===== src/rtl/pc_sequencer.sv =====
// Fetch-PC sequencer: picks the next fetch PC from the D-stage decision and flags bad fetch addresses.
// Optional branch-likely support (npc_op=4, F_nullify) is enabled by defining PC_SEQUENCER_BLIKELY_EN.
module pc_sequencer (
  input  logic        clk,
  input  logic        reset,
  input  logic        stall,
  input  logic [2:0]  npc_op,
  input  logic        cmp_out,
  input  logic [31:0] D_PC,
  input  logic [15:0] D_imm16,
  input  logic [25:0] D_index,
  input  logic [31:0] D_rs,
  output logic [31:0] F_PC,
  output logic [31:0] link_pc,
  output logic        F_adel,
  output logic        F_nullify
);

  localparam logic [2:0]  OP_SEQ    = 3'd0;
  localparam logic [2:0]  OP_BRANCH = 3'd1;
  localparam logic [2:0]  OP_JUMP   = 3'd2;
  localparam logic [2:0]  OP_JR     = 3'd3;
  localparam logic [31:0] PC_RESET  = 32'h0000_3000;
  localparam logic [31:0] PC_LO     = 32'h0000_3000;
  localparam logic [31:0] PC_HI     = 32'h0000_6FFC;

  logic [31:0] r_pc;
  logic        r_adel;

  logic [31:0] w_seq;
  logic [31:0] w_dpc4;
  logic [31:0] w_btarget;
  logic [31:0] w_jtarget;
  logic [31:0] w_npc;
  logic        w_adel_nxt;
  logic        w_nullify_nxt;

  assign w_seq     = r_pc + 32'd4;
  assign w_dpc4    = D_PC + 32'd4;
  assign w_btarget = w_dpc4 + {{14{D_imm16[15]}}, D_imm16, 2'b00};
  assign w_jtarget = {w_dpc4[31:28], D_index, 2'b00};

  // Redirects come from D, so the delay slot has already been fetched via seq.
  always_comb begin
    w_npc         = w_seq;
    w_nullify_nxt = 1'b0;
    case (npc_op)
      OP_BRANCH: w_npc = cmp_out ? w_btarget : w_seq;
      OP_JUMP:   w_npc = w_jtarget;
      OP_JR:     w_npc = D_rs;
`ifdef PC_SEQUENCER_BLIKELY_EN
      3'd4: begin
        if (cmp_out) begin
          w_npc = w_btarget;
        end else begin
          w_nullify_nxt = 1'b1;
        end
      end
`endif
      default:   w_npc = w_seq;
    endcase
  end

  // Bad targets still load; the exception unit reacts to F_adel.
  assign w_adel_nxt = (w_npc[1:0] != 2'b00) || (w_npc < PC_LO) || (w_npc > PC_HI);

  always_ff @(posedge clk) begin
    if (reset) begin
      r_pc   <= PC_RESET;
      r_adel <= 1'b0;
    end else if (!stall) begin
      r_pc   <= w_npc;
      r_adel <= w_adel_nxt;
    end
  end

`ifdef PC_SEQUENCER_BLIKELY_EN
  logic r_nullify;

  always_ff @(posedge clk) begin
    if (reset) begin
      r_nullify <= 1'b0;
    end else if (!stall) begin
      r_nullify <= w_nullify_nxt;
    end
  end

  assign F_nullify = r_nullify;
`else
  logic w_unused;
  assign w_unused  = w_nullify_nxt;
  assign F_nullify = 1'b0;
`endif

  assign F_PC    = r_pc;
  assign F_adel  = r_adel;
  assign link_pc = D_PC + 32'd8;

endmodule


===== config.mk =====
export PLATFORM = sky130hd
export DESIGN_NAME = pc_sequencer
export DESIGN_NICKNAME = d
export VERILOG_FILES = /design/src/rtl/pc_sequencer.sv
export SDC_FILE = /design/constraint.sdc
export NUM_CORES = 1
export LEC_CHECK = 0
export ABC_AREA = 1
export CORE_UTILIZATION = 50
export CTS_CLUSTER_SIZE = 14
export DETAILED_ROUTE_END_ITERATION = 6
export HOLD_SLACK_MARGIN = 0.08
export PLACE_DENSITY = 0.89
export SLEW_MARGIN = 30
export SYNTH_ARGS = -nofsm -noshare
export SYNTH_HDL_FRONTEND = slang
export SYNTH_SLANG_ARGS = --single-unit

===== constraint.sdc =====
create_clock -name clk -period 4.4 [get_ports clk]
set_input_delay 0.88 -clock clk [delete_from_list [all_inputs] [get_ports clk]]
set_output_delay 0.88 -clock clk [all_outputs]
set_load 0.005 [all_outputs]

==> qor.csv <==
metric,value,unit
insertion_delay,280,ps
post_dp_cell_area,0.00934,mm2
drtPass1Iterations,7,
p_leak,4.89,nW
dp_hpwl,21700,um
layout-drive-gt1-share,17.7,%
drc_errors,11,
critical_path.slowest_cell,clkdlybuf4s50_1,
ys_async_sr_fraction,0,%
yosysTopAreaCell,nand2_1,
die_h,116,um
critPathLaunchType,primary input,
ys_top_cells_by_area,"nand2_1, inv_1, dfxtp_1",
rsz0062_at_grt,true,
required,4570,ps
vdd_drop_max,0.138,mV
dp_worst_setup_slack,-350,ps
worstMarginPinSlew,816,ps
portBuffers,177,
syn_area_per_cell,5.37,um2
dpl.cell_count,1664,
synth_fp_nets,1367,
grt_pass1_wl,40800,um
finalSetupViolCount,0,
synth-seq-cells,33,
fmax,0.231,GHz
drt_iter0_markers,895,
powerDensity,178,mW/mm2
die_x,116,um
grt_max_degree,48,
grt_remaining_overflow,0,
cts.htree.levels,2,
syn2layout_area_growth,51.9,%
finalCritPeriodShare,98.5,%
max_slew_margin,45.4,%
drv_slew,0,
antenna_found_initial,0,
cts_tree,yes,
fp.coreArea,0.0127,mm2
max_stage_delay,580,ps
cap_violations,0,
grt_usage,38.9,%
timing.final.ws_setup,68.2,ps
outcome,"finished, violations left",
synthTopCellsByCount,"nand2_1, inv_1, nor2_1, nand3_1, a21oi_1",
die_area,0.0135,mm2
holdPathStages,2,
hold_viol,0,
root_buffer,clkbuf_16,
grt_pass1_vias,8279,
ff2ff_path_depth,16,
cp_max_fo,4,
routed_wl,27500,um
endpoint_kind,flop,
gp_congestion,1.05,
start_util,51.6,%
postCtsHoldBufs,0,
yosysUniqueCellTypes,49,
cpMostUsedCell,nand2_1,
antennaDiodeCount,0,
synth_flop_cell,dfxtp_1,
wire_per_inst,16.4,um
p_total,1.77,mW
synth_area,0.00654,mm2
clkSinkCount,33,
fin_area,0.00994,mm2
synthCells,1219,
path_clk_slew,50,ps
ys_seq_area_share,10.1,%
hold_path_class,flop to flop,
cts-buffers-inserted,5,
critPathKind,primary input to flop,
cp_data_arrival_time,4500,ps
vias_per_cell,5.52,
fin_crit,4330,ps
num_rows,41,
io_pins,179,
hold_slack,538,ps
synth.most_common_cell,nand2_1,
synth_top_area_share,24.1,%
finClkSkew,5.26,ps
postRouteAntennaNets,0,
synth_warnings,0,
vias,9269,
layout.cells.non_filler,1678,
cts_buffer_depth,2,
violations,DRC,
fin_nets,1653,
synth_edf_count,0,
==> final timing paths <==
kind / startpoint / slack (ps) / endpoint
min reg2reg: F_adel$_SDFFE_PP0N_ / 540 / F_adel$_SDFFE_PP0N_
max reg2reg: F_PC[2]$_SDFFE_PP0N_ / 1620 / F_adel$_SDFFE_PP0N_
min: F_adel$_SDFFE_PP0N_ / 540 / F_adel$_SDFFE_PP0N_
max: D_PC[10] / 70 / F_adel$_SDFFE_PP0N_
==> placed cells by master, fill, tap and decap left out, types with 5 or more instances in the layout <==
cell and n:
a22oi_1 17, nand2_2 24, nand3_2 8, a221oi_1 8, inv_2 14, dfxtp_1 33, o21ai_1 5, nor2_2 25
xor2_1 34, inv_1 185, mux2i_1 5, nand3_1 88, xnor2_1 12, nor2_4 15, nor3_1 15, or2_2 5
a21oi_2 6, clkdlybuf4s50_1 173, o21ai_0 31, a21oi_1 47, clkbuf_16 5, nor3_2 5, buf_4 131, ha_1 26
nand2_1 400, o211ai_1 16, ha_4 6, nor2_1 86, nand4_1 18
==> final cells by class <==
type / instances / area, um2
Tap cell: 172 / 215
Timing Repair Buffer: 308 / 2770
Fill cell: 1017 / 2730
Multi-Input combinational cell: 955 / 5370
Sequential cell: 33 / 661
Clock buffer: 7 / 143
Inverter: 202 / 761
Clock inverter: 1 / 30.0
==> layer usage <==
metal / track usage (%) / wire length [um] / vias up
li1: - / - / 4485
met1: 52.9 / 11600 / 4192
met2: 63.6 / 12300 / 524
met3: 6.28 / 2870 / 68
met4: 10.4 / 751 / 0
met5: 0 / 0 / -
==> state kept, by name, indices dropped and copies added (netlist names) <==
| signal | count |
|---|---|
| F_PC | 32 |
| F_adel | 1 |
==> cells by family (layout without fill, tap and decap cells) <==
family / after synthesis / count (layout) / synth area share (%)
buf+inv: 231 / 518 / 13.6
simple gates: 708 / 708 / 47.2
mux: 5 / 5 / 0.765
fa+ha+maj: 35 / 35 / 6.81
flops: 33 / 33 / 10.1
compound gates: 155 / 155 / 14.6
xor+xnor: 51 / 51 / 6.83
other cells: 1 / 1 / 0.0573
==> metrics by stage <==
stage	setup TNS, ps	util, %
CTS	0	75.3
floorplan	0	-
global route	-135	78.4
finish	0	78.4
detailed placement	-1290	73.7
global placement	-635	73.7
==> power breakdown <==
part	leakage, nW	internal [mW]	switching [mW]	total [mW]
sequential	0.274	0.323	0.0366	0.359
clock	0.0841	0.283	0.138	0.421
combinational	4.53	0.463	0.527	0.990
==> worst max-delay path, delay by kind of cell <==
kind                       cells  cell delay, ps
AOI/OAI and AO/OA              2             500
xor gates and xnor gates       1              60
adders and majority gates      1             300
buffers and inverters          7            1130
and+or+nand+nor               15            1630
==> timing repair <==
item                                    4_1_cts  5_1_grt
resized for setup                             8       84
cloned                                        0        0
setup buffers                                 0        7
endpoints found under the setup margin        2       15
pin swaps                                     2       35
(Power assumes the default switching activity.)
